File: config.mk
export PLATFORM = sky130hd
export DESIGN_NAME = fetch_sequencer
export DESIGN_NICKNAME = d
export VERILOG_FILES = /design/src/rtl/fetch_sequencer.sv
export SDC_FILE = /design/constraint.sdc
export NUM_CORES = 1
export LEC_CHECK = 0
export ABC_AREA = 0
export BUFFER_PORTS_ARGS = -buffer_cell sky130_fd_sc_hd__clkbuf_2
export CAP_MARGIN = 20
export CORE_MARGIN = 2
export CORE_UTILIZATION = 54
export CTS_BUF_LIST = sky130_fd_sc_hd__clkbuf_2 sky130_fd_sc_hd__clkbuf_4 sky130_fd_sc_hd__clkbuf_8
export DETAILED_ROUTE_END_ITERATION = 8
export PLACE_DENSITY_LB_ADDON = 0.05
export RECOVER_POWER = 50
export SLEW_MARGIN = 20
export SYNTH_ARGS = -nofsm -noshare
export SYNTH_HDL_FRONTEND = slang
export SYNTH_SLANG_ARGS = --single-unit
File: constraint.sdc
create_clock -name clk_i -period 5.1 [get_ports clk_i]
set_clock_uncertainty 0.15 [all_clocks]
set_input_delay 0.51 -clock clk_i [delete_from_list [all_inputs] [get_ports clk_i]]
set_output_delay 0.51 -clock clk_i [all_outputs]
set_load 0.005 [all_outputs]
File: src/rtl/fetch_sequencer.sv
// Instruction fetch/decode sequencer: drives PC, instruction memory and IR strobes
// and hands non-control opcodes to the execute datapath. Optional FETCH_SEQUENCER_SINGLE_STEP_EN adds step_i.
module fetch_sequencer #(
    parameter logic [3:0]  JMP_OP       = 4'hC,
    parameter logic [3:0]  JZ_OP        = 4'hD,
    parameter logic [3:0]  HLT_OP       = 4'hF,
    parameter logic [3:0]  NOP_OP       = 4'h0,
    parameter int unsigned EXEC_TIMEOUT = 15
) (
    input  logic       clk_i,
    input  logic       rst_i,
    input  logic       run_i,
`ifdef FETCH_SEQUENCER_SINGLE_STEP_EN
    input  logic       step_i,
`endif
    input  logic [7:0] instr_i,
    input  logic       zero_i,
    input  logic       exec_done_i,
    output logic       mod_o,
    output logic       pcen_o,
    output logic       imen_o,
    output logic       iren_o,
    output logic [3:0] addr_o,
    output logic       exec_start_o,
    output logic [3:0] opcode_o,
    output logic       halted_o,
    output logic       error_o
);

    localparam int unsigned CNT_W = 8;
    localparam logic [CNT_W-1:0] CNT_LAST = CNT_W'(EXEC_TIMEOUT - 1);

    typedef enum logic [2:0] {
        S_IDLE,
        S_FETCH,
        S_LOAD,
        S_DECODE,
        S_EXEC,
        S_JUMP,
        S_HALT
    } state_e;

    state_e           state_q, state_d;
    state_e           boundary_state;
    logic [CNT_W-1:0] cnt_q, cnt_d;
    logic             error_q, error_d;
    logic [3:0]       op;

    assign op      = instr_i[7:4];
    assign error_o = error_q;

`ifdef FETCH_SEQUENCER_SINGLE_STEP_EN
    // armed: step_i seen low in IDLE; step_mode: current instruction is a single step
    logic step_armed_q, step_armed_d;
    logic step_mode_q, step_mode_d;
`endif

    // State, timeout counter and sticky error register
    always_ff @(posedge clk_i) begin
        if (rst_i) begin
            state_q <= S_IDLE;
            cnt_q   <= '0;
            error_q <= 1'b0;
`ifdef FETCH_SEQUENCER_SINGLE_STEP_EN
            step_armed_q <= 1'b0;
            step_mode_q  <= 1'b0;
`endif
        end else begin
            state_q <= state_d;
            cnt_q   <= cnt_d;
            error_q <= error_d;
`ifdef FETCH_SEQUENCER_SINGLE_STEP_EN
            step_armed_q <= step_armed_d;
            step_mode_q  <= step_mode_d;
`endif
        end
    end

    // Next-state and Moore strobe decode
    always_comb begin
        state_d      = state_q;
        cnt_d        = cnt_q;
        error_d      = error_q;
        mod_o        = 1'b0;
        pcen_o       = 1'b0;
        imen_o       = 1'b0;
        iren_o       = 1'b0;
        addr_o       = '0;
        exec_start_o = 1'b0;
        opcode_o     = '0;
        halted_o     = 1'b0;
        boundary_state = run_i ? S_FETCH : S_IDLE;
`ifdef FETCH_SEQUENCER_SINGLE_STEP_EN
        step_armed_d = step_armed_q;
        step_mode_d  = step_mode_q;
        if (step_mode_q) begin
            boundary_state = S_IDLE;
        end
`endif

        case (state_q)
            S_IDLE: begin
`ifdef FETCH_SEQUENCER_SINGLE_STEP_EN
                step_mode_d = 1'b0;
                if (run_i) begin
                    state_d = S_FETCH;
                end else if (step_i && step_armed_q) begin
                    state_d      = S_FETCH;
                    step_mode_d  = 1'b1;
                    step_armed_d = 1'b0;
                end else if (!step_i) begin
                    step_armed_d = 1'b1;
                end
`else
                if (run_i) begin
                    state_d = S_FETCH;
                end
`endif
            end
            S_FETCH: begin
                imen_o  = 1'b1;
                state_d = S_LOAD;
            end
            S_LOAD: begin
                imen_o  = 1'b1;
                iren_o  = 1'b1;
                pcen_o  = 1'b1;
                state_d = S_DECODE;
            end
            S_DECODE: begin
                opcode_o = op;
                if (op == HLT_OP) begin
                    state_d = S_HALT;
                end else if (op == JMP_OP || (op == JZ_OP && zero_i)) begin
                    state_d = S_JUMP;
                end else if (op == JZ_OP || op == NOP_OP) begin
                    state_d = boundary_state;
                end else begin
                    exec_start_o = 1'b1;
                    cnt_d        = '0;
                    state_d      = S_EXEC;
                end
            end
            S_EXEC: begin
                // opcode stays visible while the datapath works on it
                opcode_o = op;
                if (exec_done_i) begin
                    state_d = boundary_state;
                end else if (cnt_q == CNT_LAST) begin
                    error_d = 1'b1;
                    state_d = S_HALT;
                end else begin
                    cnt_d = cnt_q + CNT_W'(1);
                end
            end
            S_JUMP: begin
                mod_o   = 1'b1;
                pcen_o  = 1'b1;
                addr_o  = instr_i[3:0];
                state_d = boundary_state;
            end
            S_HALT: begin
                halted_o = 1'b1;
            end
            default: begin
                state_d = S_IDLE;
            end
        endcase
    end

endmodule

==> results.yml <==
critical_path:
  timing.critical_path.to_type: "flop"
  max_stage_delay_ns: 0.55
  worst_setup_path_start_kind: "flop"
  cp-endpoint: "cnt_q[7]"
  cp_data_required_time_ns: 5.15
  r2r-start: "state_q[2]"
  worstPathArrival_ns: 2.30
  critical_path_class: "reg2reg"
  r2r_setup_slack_ns: 2.85
  cell_chain_critical_path: "or4b_4 -> a31oi_4 -> a21oi_2 -> or4_1 -> a21oi_1"
  worst-r2r-cell-count: 5
  worst-path-max-fanout: 15
  cp-startpoint: "state_q[2]"
  slowest_stage: "or4b_4"
  reg2reg_to: "cnt_q[7]"
sta:
  timing_hold_violations_final: 0
  setup_viol: 0
  post-route-period-util_pct: 44.2
  slew_violations: 0
  worst-slew-pin-transition_ns: 0.613
  tns_ns: 0
  grt_setup_unrepaired: "no"
  maxClockFrequency_mhz: 444
  finalWorstPathRequiredPeriod_ns: 2.25
  max-slew-margin-rel_pct: 58.8
placement:
  gp_congestion: 0.758
  hpwl_um: 1330
  dp_cells: 142
  buffers_added_on_ports: 27
  post_dp_cell_area_um2: 931
yosys:
  mapped_cell_area_um2: 801
  ys.flop_type: "dfxtp_1"
  synth_top_area_share_pct: 30.0
  synth_fp_nets: 119
  synth_area_per_cell_um2: 7.70
  synth_sequential_area_ratio_pct: 30.0
  yosysWarnings: 0
  edff_count_synth: 0
  ffs_w_async_s_r_synth_pct: 0
  ys_ff_latch: 12
  synthesis.instances: 104
  number_of_unique_standard_cell_types_used_by_synthesis: 36
  synth_largest_area_cell: "dfxtp_1"
  synth_area_leaders: "dfxtp_1, a21oi_1, o21ai_0, and2_1, or3_1"
floorplan:
  die_width_um: 42.5
  ioPinCount: 28
  die_h_um: 42.5
  placement_rows: 13
  fp.dieArea_um2: 1810
  initial_core_util_pct: 59.3
  core_area_um2: 1350
power_and_ir_drop:
  total_leakage_power_uw: 0.000402
  power_per_cell_area_nw_per_um2: 209
  irDropWorstVdd_mv: 0.166
detailed_routing:
  vias: 797
  post_drt_wl_per_cell_um: 11.2
  route.detailed.vias_per_inst: 5.46
  antenna_violating_nets_post_route: 0
  drt_pre_antenna_iters: 4
  wirelength_um: 1640
  drt_iter0_markers: 7
  drc: 0
clocking:
  cts.reportedPaths.clkPinSlew_ns: 0.07
  cts_hold_buffers: 0
  post_cts.resized_instances: 0
  postCtsSetupBuffers: 0
  cts_h_tree_depth: 1
  cts_num_sinks: 12
  cts-buffers-inserted: 3
  tritoncts: "done"
  number_of_buffers_on_the_longest_clock_path: 2
  source_to_sink_clock_delay_at_the_later_pin_of_the_worst_skew_pair_ns: 0.26
  clk_root_buffer_cell: "clkbuf_4"
job:
  cap_violations: 0
global_routing:
  globalRoute.totalOverflow: 0
  grt.busiest_layer: "met2"
  grt_util_met1_pct: 23.4
  vias_in_the_first_global_route: 691
  pin_count_of_the_biggest_net_entering_global_routing: 16
  grt_first_pass_wirelength_um: 2840
  antenna_found_initial: 0
  groute.layer.met3.usage_pct: 3.02
  globalRouteTotalUtil_pct: 19.7
  grt_util_met2_pct: 35.7
cells_and_area:
  diodes: 0
  post_layout_nonfiller_instances: 146
  finish.instance_area_um2: 965
  post_route_cells_drive_above_1_share_pct: 28.2
  num-nets-final: 147
  final_cell_mix: "clkbuf_2, dfxtp_1, a21oi_1, o21ai_0, nand2_1"
  syn2layout_area_growth_pct: 20.5
  postLayoutCoreUtil_pct: 71.5
  commonest_non_fill_non_tap_cell_in_the_layout: "clkbuf_2"
outcome:
  outcome: "completed"
worst_hold_path:
  worstHoldPathType: "in2reg"
## area by class of cell
cell class              count  area (µm²)
well taps                  15        18.8
clock buffers               4        36.3
repair buffers             27         133
inverters                   4        15.0
fillers                   114         385
flip-flops and latches     12         240
multi-input cells          84         522
## sequential cells by signal, summed over array words and instances (netlist names)
register and flops:
cnt_q 8, error_o 1, state_q 3
## critical path, delay by kind of cell, from the launching register on
family,cells,cell delay (ns)
simple gates,2,1.07
flops,1,0.51
compound gates,3,0.46
## kinds of logic after synthesis
logic type      share of synthesized area [%]
simple gates                             35.9
compound gates                           23.6
fa+ha+maj                                3.12
buf+inv                                  4.84
xor+xnor                                 1.09
mux                                      1.41
flops                                    30.0
## worst min-delay path by stage
stage | from | to | slack, ns | cells after the start
floorplan | cnt_q[7] | cnt_q[7] | 0.30 | 2
global placement | cnt_q[7] | cnt_q[7] | 0.32 | 2
detailed placement | cnt_q[3] | cnt_q[3] | 0.34 | 2
CTS | rst_i | state_q[1] | 0.30 | 2
global route | rst_i | state_q[1] | 0.30 | 2
finish | rst_i | state_q[1] | 0.30 | 2
## power by group
part           switching (µW)  leakage (µW)  total (µW)  internal [µW]
clock                    29.2     0.0000210        72.5           43.3
sequential               3.61     0.0000970        99.4           95.8
combinational            15.4      0.000283        30.0           14.7
total                    48.1      0.000402         202            154
## cell usage after synthesis, types with 2 or more instances
cell	instances
ha_1	2
nand3_1	2
inv_1	4
a21oi_1	11
nand4_1	2
or2_2	3
clkbuf_1	2
nor2_1	6
o21ai_0	11
nand2_1	9
nor2b_1	5
and3_1	2
and2_1	6
dfxtp_1	12
or3_1	6
## metal layers
metal,up-vias,share of wire [%]
met5,-,0
met4,0,0.37
met3,2,5.6
met2,24,50
met1,347,44
li1,424,-
## per-stage QoR
stage	hold slack, ns	worst slack (ns)	power, µW
final	0.298	2.85	202
after global routing	0.302	2.70	213
after CTS	0.297	2.86	204
after detailed placement	0.336	2.77	132
after global placement	0.320	2.81	131
after floorplan	0.302	3.01	121
Note: power is estimated with default switching activity, not from simulation.
